$ cat config.mk
export PLATFORM = sky130hd
export DESIGN_NAME = fetch_queue
export DESIGN_NICKNAME = d
export VERILOG_FILES = /design/src/rtl/fetch_queue.sv
export SDC_FILE = /design/constraint.sdc
export NUM_CORES = 1
export LEC_CHECK = 0
export CORE_AREA = 4 4 157 159
export CTS_BUF_LIST = sky130_fd_sc_hd__clkbuf_2
export CTS_CLUSTER_SIZE = 30
export DETAILED_ROUTE_END_ITERATION = 8
export DIE_AREA = 0 0 161 163
export GPL_TIMING_DRIVEN = 0
export PLACE_DENSITY = 0.63
export SLEW_MARGIN = 0
export SYNTH_ARGS = -nofsm -noshare
export SYNTH_HDL_FRONTEND = slang
export SYNTH_SLANG_ARGS = --single-unit
export TNS_END_PERCENT = 10
$ cat constraint.sdc
create_clock -name clk_i -period 5.3 [get_ports clk_i]
set_input_delay 0.53 -clock clk_i [delete_from_list [all_inputs] [get_ports clk_i]]
set_output_delay 0.53 -clock clk_i [all_outputs]
set_load 0.005 [all_outputs]
$ cat src/rtl/fetch_queue.sv
// Circular instruction/PC queue between the fetch response path and decode.
// Define FETCH_QUEUE_BYPASS_EN to let an empty queue pass a fetch straight to decode in the same cycle.
module fetch_queue #(
    parameter int WORD_SIZE_P = 32'sd16,
    parameter int DEPTH_P     = 32'sd8
) (
    input  logic                         clk_i,
    input  logic                         reset_i,
    input  logic                         fetch_v_i,
    input  logic [WORD_SIZE_P-1:0]       fetch_instr_i,
    input  logic [WORD_SIZE_P-1:0]       fetch_pc_i,
    output logic                         fetch_ready_o,
    input  logic                         flush_i,
    output logic                         deq_v_o,
    output logic [WORD_SIZE_P-1:0]       deq_instr_o,
    output logic [WORD_SIZE_P-1:0]       deq_pc_o,
    input  logic                         deq_ready_i,
    output logic [$clog2(DEPTH_P):0]     count_o
);

    localparam int IDX_W   = $clog2(DEPTH_P);
    localparam int PTR_W   = IDX_W + 32'sd1;
    localparam int ENTRY_W = 32'sd2 * WORD_SIZE_P;

    logic [ENTRY_W-1:0] mem_r [DEPTH_P];
    logic [PTR_W-1:0]   wr_ptr_r;
    logic [PTR_W-1:0]   rd_ptr_r;

    logic               empty_s;
    logic               full_s;
    logic               bypass_s;
    logic               enq_s;
    logic               deq_s;
    logic               wr_en_s;
    logic               rd_adv_s;
    logic [ENTRY_W-1:0] head_s;

    // Occupancy flags: the extra MSB of each pointer separates full from empty.
    always_comb begin
        empty_s = (wr_ptr_r == rd_ptr_r);
        full_s  = (wr_ptr_r[IDX_W-1:0] == rd_ptr_r[IDX_W-1:0]) &&
                  (wr_ptr_r[IDX_W] != rd_ptr_r[IDX_W]);
    end

    // Same-cycle pass-through of a fetch into an empty queue.
    always_comb begin
`ifdef FETCH_QUEUE_BYPASS_EN
        bypass_s = empty_s & fetch_v_i & ~flush_i & ~reset_i;
`else
        bypass_s = 1'b0;
`endif
    end

    // Handshakes; ready depends only on state, flush and reset, never on deq_ready_i.
    always_comb begin
        fetch_ready_o = ~full_s & ~flush_i & ~reset_i;
        deq_v_o       = (~empty_s | bypass_s) & ~flush_i & ~reset_i;
        enq_s         = fetch_v_i & fetch_ready_o;
        deq_s         = deq_v_o & deq_ready_i;
        // A bypassed entry consumed this cycle never touches storage.
        wr_en_s       = enq_s & ~(bypass_s & deq_ready_i);
        rd_adv_s      = deq_s & ~bypass_s;
    end

    // Head presentation, zeroed whenever nothing valid is shown.
    always_comb begin
        if (bypass_s) begin
            head_s = {fetch_instr_i, fetch_pc_i};
        end else begin
            head_s = mem_r[rd_ptr_r[IDX_W-1:0]];
        end
        if (deq_v_o) begin
            deq_instr_o = head_s[ENTRY_W-1:WORD_SIZE_P];
            deq_pc_o    = head_s[WORD_SIZE_P-1:0];
        end else begin
            deq_instr_o = '0;
            deq_pc_o    = '0;
        end
        count_o = wr_ptr_r - rd_ptr_r;
    end

    // Entry storage; contents are don't-care until written, so no reset.
    always_ff @(posedge clk_i) begin
        if (wr_en_s) begin
            mem_r[wr_ptr_r[IDX_W-1:0]] <= {fetch_instr_i, fetch_pc_i};
        end
    end

    // Pointer update; flush and reset both discard every entry.
    always_ff @(posedge clk_i or posedge reset_i) begin
        if (reset_i) begin
            wr_ptr_r <= '0;
            rd_ptr_r <= '0;
        end else if (flush_i) begin
            wr_ptr_r <= '0;
            rd_ptr_r <= '0;
        end else begin
            if (wr_en_s) begin
                wr_ptr_r <= wr_ptr_r + PTR_W'(1'b1);
            end
            if (rd_adv_s) begin
                rd_ptr_r <= rd_ptr_r + PTR_W'(1'b1);
            end
        end
    end

endmodule
## Word level (Yosys, flattened, before mapping)

Memory sizes are Yosys's and may differ from the RTL's.
Cells that the tools add are included.

| operators by class | value |
|---|---|
| div/mod/pow operators | 0 |
| $lt $le $gt $ge | 0 |
| shift operators | 0 |
| mux-type cells | 8 |
| bitwise gates (word level) | 10 |
| equal/unequal tests | 3 |
| multipliers | 0 |
| add/subtract/negate cells | 3 |
| reductions and logical operators | 3 |

Operators with widths:

| cell | number |
|---|---|
| 2-to-1 mux 16 bit | 2 |
| 2-to-1 mux 4 bit | 4 |
| adder 4 x 1 -> 4 bit, second input constant | 2 |
| AND 1 bit | 6 |
| == test 4 bit | 1 |
| NOT 1 bit | 4 |
| nonzero test 2 bit | 2 |
| subtractor 4 bit | 1 |
| == test 3 bit | 1 |
| 2-to-1 mux 1 bit | 2 |
| logical AND 1 bit | 1 |
| inequality test 1 bit | 1 |

| word-level totals | value |
|---|---|
| flip-flop bits (word level) | 8 |
| word-level logic and storage cells | 30 |
| latch bits | 0 |
| memories kept | 1 |
| bits in writable memories | 256 |
| memory bits (read-only) | 0 |
| input bits | 37 |

Memory list:

| name | depth | width | rd ports | clocked after Yosys merged registers in | write ports | RTL line | text |
|---|---|---|---|---|---|---|---|
| mem_r | 8 | 32 | 1 | 0 | 1 | 25 | `logic [ENTRY_W-1:0] mem_r [DEPTH_P];` |

## Logic depth before layout (Yosys ltp)

Gate-level depths: netlist of run 1.

| depth | value |
|---|---|
| word-level depth | 8 |
| mapped depth | 8 |

## Worst setup path after synthesis of run 1

Ideal clock, no wire load.

| path | value |
|---|---|
| path kind | reg2reg |
| from | register rd_ptr_r[1] |
| to | memory mem_r[4][0] (netlist bit), enable pin |
| setup time | 0.461 ns |
| setup slack | 0.865 ns |
| period minus slack after synthesis | 4.435 ns |
| arrival time | 3.974 ns |
| path buffers | 2 |
| stages on the path, launching flop included | 9 |
| cells stage by stage | dfrtp_1 buf_2 buf_2 inv_1 ha_1 nand3_1 o21ai_1 or2_2 nor3_1 |

| on the way | value |
|---|---|
| longest elaborated chain between the ends | 8 |

Ends and longest elaborated chain:

| what | RTL line | text |
|---|---|---|
| from (decl) | 27 | `logic [PTR_W-1:0] rd_ptr_r;` |
| from (signal assigned) | 102 | `rd_ptr_r <= rd_ptr_r + PTR_W'(1'b1);` |
| == test 3 bit | 41 | `full_s = (wr_ptr_r[IDX_W-1:0] == rd_ptr_r[IDX_W-1:0]) &&` |
| logical AND 1 bit | 41 |  |
| NOT 1 bit | 56 | `fetch_ready_o = ~full_s & ~flush_i & ~reset_i;` |
| AND 1 bit (2 in series) | 56 |  |
| AND 1 bit | 58 | `enq_s = fetch_v_i & fetch_ready_o;` |
| 2-to-1 mux 1 bit | 84 | `if (wr_en_s) begin` |
| 2-to-1 mux 1 bit (implied by the code) | 85 | `mem_r[wr_ptr_r[IDX_W-1:0]] <= {fetch_instr_i, fetch_pc_i};` |
| to (decl) | 25 |  |

No other way between the ends.

## Worst setup path after layout of run 1

| path | value |
|---|---|
| from | register rd_ptr_r[1] |
| to | output deq_instr_o[13] |

| on the way | value |
|---|---|
| longest elaborated chain between the ends | 5 |
| elaborated cells between the ends (all ways) | 6 |

Ends and longest elaborated chain:

| what | RTL line | text |
|---|---|---|
| == test 4 bit | 40 | `empty_s = (wr_ptr_r == rd_ptr_r);` |
| NOT 1 bit | 57 | `deq_v_o = (~empty_s \| bypass_s) & ~flush_i & ~reset_i;` |
| AND 1 bit (2 in series) | 57 |  |
| 2-to-1 mux 16 bit (*) | 72 | `if (deq_v_o) begin` |
| to (decl) | 15 | `output logic [WORD_SIZE_P-1:0] deq_instr_o,` |

Mark *: on every way between the ends. The rest lies on a longest branch, timed or not.

==> reports/summary.txt, run 1 <==
=================================================================================
Share of the synthesized area in the top cell type .................        0.724
Share of the yosys chip area belonging to registers ................        0.743
Die footprint ......................................................  26200 sq um
Number of flops mapped to enable cells by yosys ....................          256
Dpl cells ..........................................................          964
Period minus WS final ..............................................      4.55 ns
Number of vias after detailed routing ..............................         5715
# nets final .......................................................          757
Total wirelength of the detailed-routed design .....................      23.2 mm
Final worst path period share ......................................        0.858
Hold slack .........................................................     0.100 ns
Highest routed layer ...............................................         met5
Filler cell count ..................................................         1888
Worst slack at placement ...........................................      1.35 ns
Post-CTS Setup Bufs ................................................            0
Post-synthesis async set-or-reset flop share .......................       0.0303
Power per cell area ................................................  308 nW/um^2
Routed via count divided by cell count .............................         5.33
Worst path buffer plus inverter count ..............................            5
Post-DRT Antenna Nets ..............................................            0
Setup Total Neg Slack ..............................................         0 ns
Routed length on met1 ..............................................      9.65 mm
Cells taking the most area after synthesis ......................... edfxtp_1, mux4_2, a2111oi_2
Net Sw Frac ........................................................        0.236
Slowest cell on the critical path .................................. clkdlybuf4s50_1
Residual DRC count .................................................            0
Wire length of the first global-routing pass .......................      35.7 mm
Kind of cell with the highest combined delay on the critical path .. buffers and inverters
Leakage power total ................................................      4.02 nW
Cell taking the most area after synthesis ..........................     edfxtp_1
Internal portion of total power ....................................      2.97 mW
HPWL after detailed placement ......................................      14.3 mm
Final instance area ................................................  12600 sq um
Met3 wirelength from detailed routing ..............................      1.19 mm
Synth top cells by count ........................................... edfxtp_1, nor2_1, nor2b_1
Final global-route overflow total ..................................            0
Critical path type ................................................. flip-flop to output pin
Number of standard cells in the final layout excluding fillers .....         1073
Boundary Pins ......................................................           75
Chip Width .........................................................       161 um
Initial DRT Pass Iterations ........................................            7
Net count of the mapped netlist ....................................          602
Switch Pwr .........................................................       919 uW
Resize count post-CTS ..............................................            0
Number of synthesis warnings .......................................            0
Ratio of cells with drive above 1 in the final layout ..............        0.267
Area of combinational cells with multiple inputs ...................   2570 sq um
Final RePlAce weighted congestion ..................................        0.755
Register clock-pin slew on the reported worst setup and hold paths .      0.11 ns
Register Area ......................................................   7890 sq um
Final core area utilization ........................................        0.543
Outcome ............................................................    completed
Arrival time worst endpoint ........................................      4.02 ns
Mapped Avg Cell Area ...............................................   19.0 sq um
Row count ..........................................................           56
H-tree depth .......................................................            3
Cells after synthesis ..............................................          559
Vias in the first global route .....................................         6180
Post-synthesis sequential element count ............................          264
Inserted Clock Buffers .............................................           67
PortBufs ...........................................................           74
Most instantiated library cell after synthesis .....................     edfxtp_1
Clock Power Share ..................................................        0.341
Core footprint .....................................................  23300 sq um
Relative slew margins ..............................................        0.334
Met2 wirelength from detailed routing ..............................      11.9 mm
Number of library cell types mapped by synthesis ...................           37
Violation count after the first detailed-route iteration ...........          328
Average wire length per cell after detail routing ..................      21.7 um
Synth-to-Final Area Change .........................................        19.0%
Bufs on Longest Clock Path .........................................            3
Hold bufs inserted after CTS .......................................            0
Worst vdd rail ir drop .............................................     0.218 mV
Tightest Pin Transition ............................................     0.998 ns
Unrepaired setup endpoints after global routing ....................        false
Post-Synthesis Cell Area ...........................................  10600 sq um
CP Launch Type .....................................................    flip-flop
Final Power ........................................................      3.89 mW
Root cell of the clock tree ........................................     clkbuf_2
Primary FF master, synth ...........................................     edfxtp_1
CP startpoint ......................................................  rd_ptr_r[1]
Worst path setup slack after routing ...............................     0.752 ns
Endpoint required time on the critical path ........................      4.77 ns
Placed cell area ...................................................  12000 sq um
Part of the power in registers .....................................        0.592
Final Hold Fails ...................................................            0
Max-capacitance violation count ....................................            0
Part of the total power dissipated in combinational logic ..........        0.066
CTS tree ...........................................................         done
Ordered cell list for the critical path ............................ buf_2 > buf_2 > inv_1 > ha_1 > nand3_1 > o21ai_2 > buf_2 > a2111oi_2 > clkdlybuf4s50_1
Height of the die ..................................................       163 um
RR Startpoint ......................................................  rd_ptr_r[1]
Latest clock arrival within the worst-skew pair ....................      0.85 ns
Maximum number of pins on one net before global-route repair .......           23
Final setup violation count ........................................            0
Count of pins over their slew limit ................................            0
Post-Route Skew ....................................................    0.0723 ns
Maximum clock rate .................................................      220 MHz
Starting density of the core .......................................        0.456
Most common cell type on the critical path .........................        buf_2
Count of clock tree sinks ..........................................          264
Number of antenna violations at the first check in global routing ..            2
Maximum fanout along the worst path ................................           10
Overall track demand over capacity in global routing ...............        0.183
Nature of the critical path endpoint ...............................   output pin
Maximum single-stage delay on the critical path ....................      0.59 ns
Class of the tightest hold or removal check ........................ primary input to async pin
=================================================================================
## path summary, 6_finish.rpt
path                       slack, ns  cells past startpoint               to
hold reg to reg                 0.68                      2      wr_ptr_r[2]
max in group asynchronous       4.92                      2      wr_ptr_r[3]
setup / recovery                0.75                      9  deq_instr_o[13]
hold / removal                  0.10                      2      rd_ptr_r[0]
min in group clk_i              0.40                      1     mem_r[3][24]
setup reg to reg                1.37                     10      mem_r[0][6]
## logic make-up (layout without fill, tap and decap cells)
logic type	after synthesis	count (layout)	synth area share
flops	264	264	0.743
simple gates	99	99	0.0468
compound gates	74	74	0.0723
mux	66	66	0.102
buf+inv	42	236	0.0202
xor+xnor	8	8	0.00802
fa+ha+maj	6	6	0.00778
other cells	0	1	0
## worst reg2reg max path: stages (launching register included)
cell and delay, ns:
dfrtp_1 0.43, buf_2 0.29, buf_2 0.36, inv_1 0.08, ha_1 0.30, nand3_1 0.28, o21ai_1 0.14, or4b_4 0.63
nor3_4 0.77, buf_16 0.23, buf_16 0.15
## power groups by stage
stage	registers [mW]	logic (mW)	clock network, mW
floorplan	2.35	0.135	0
global placement	2.35	0.248	0
detailed placement	2.35	0.262	0
CTS	2.31	0.263	1.38
global route	2.31	0.280	1.50
finish	2.31	0.258	1.33
## registers in the layout, summed over array words and instances, names as in the netlist
signal / cells
wr_ptr_r: 4
rd_ptr_r: 4
mem_r: 256
## final cells by class
class / count / area share
clock inverter: 18 / 0.0106
antenna: 1 / 0.000198
timing repair buffer: 86 / 0.0773
sequential: 264 / 0.624
tap: 319 / 0.0316
buffer: 33 / 0.0143
clock buffer: 90 / 0.0357
multi-input combinational: 253 / 0.203
inverter: 9 / 0.00267
## layout by cell type, fill, tap and decap left out, types with 5 or more instances in the layout
| master | n |
|---|---|
| edfxtp_1 | 256 |
| clkbuf_2 | 91 |
| clkdlybuf4s50_1 | 74 |
| nor2_1 | 41 |
| nor2b_1 | 36 |
| mux2i_1 | 34 |
| a211oi_1 | 32 |
| a2111oi_2 | 29 |
| mux4_2 | 27 |
| buf_2 | 14 |
| clkinv_1 | 11 |
| clkbuf_1 | 9 |
| inv_1 | 9 |
| dfrtp_1 | 8 |
| buf_6 | 7 |
| nand2_1 | 6 |
| nor2_4 | 6 |
| mux4_1 | 5 |
| ha_1 | 5 |
## metal layers
layer,global-route usage,up-vias
li1,-,2611
met1,0.228,2870
met2,0.314,188
met3,0.0451,44
met4,0.0640,2
met5,0,-
No activity file was read; power rests on OpenSTA's default activity.
==> run 2: changes to the inputs <==
SKIP_LAST_GASP = 1   (was default)
==> results of run 2 <==
The final DEF is identical to that of run 1; final timing and power are the same.
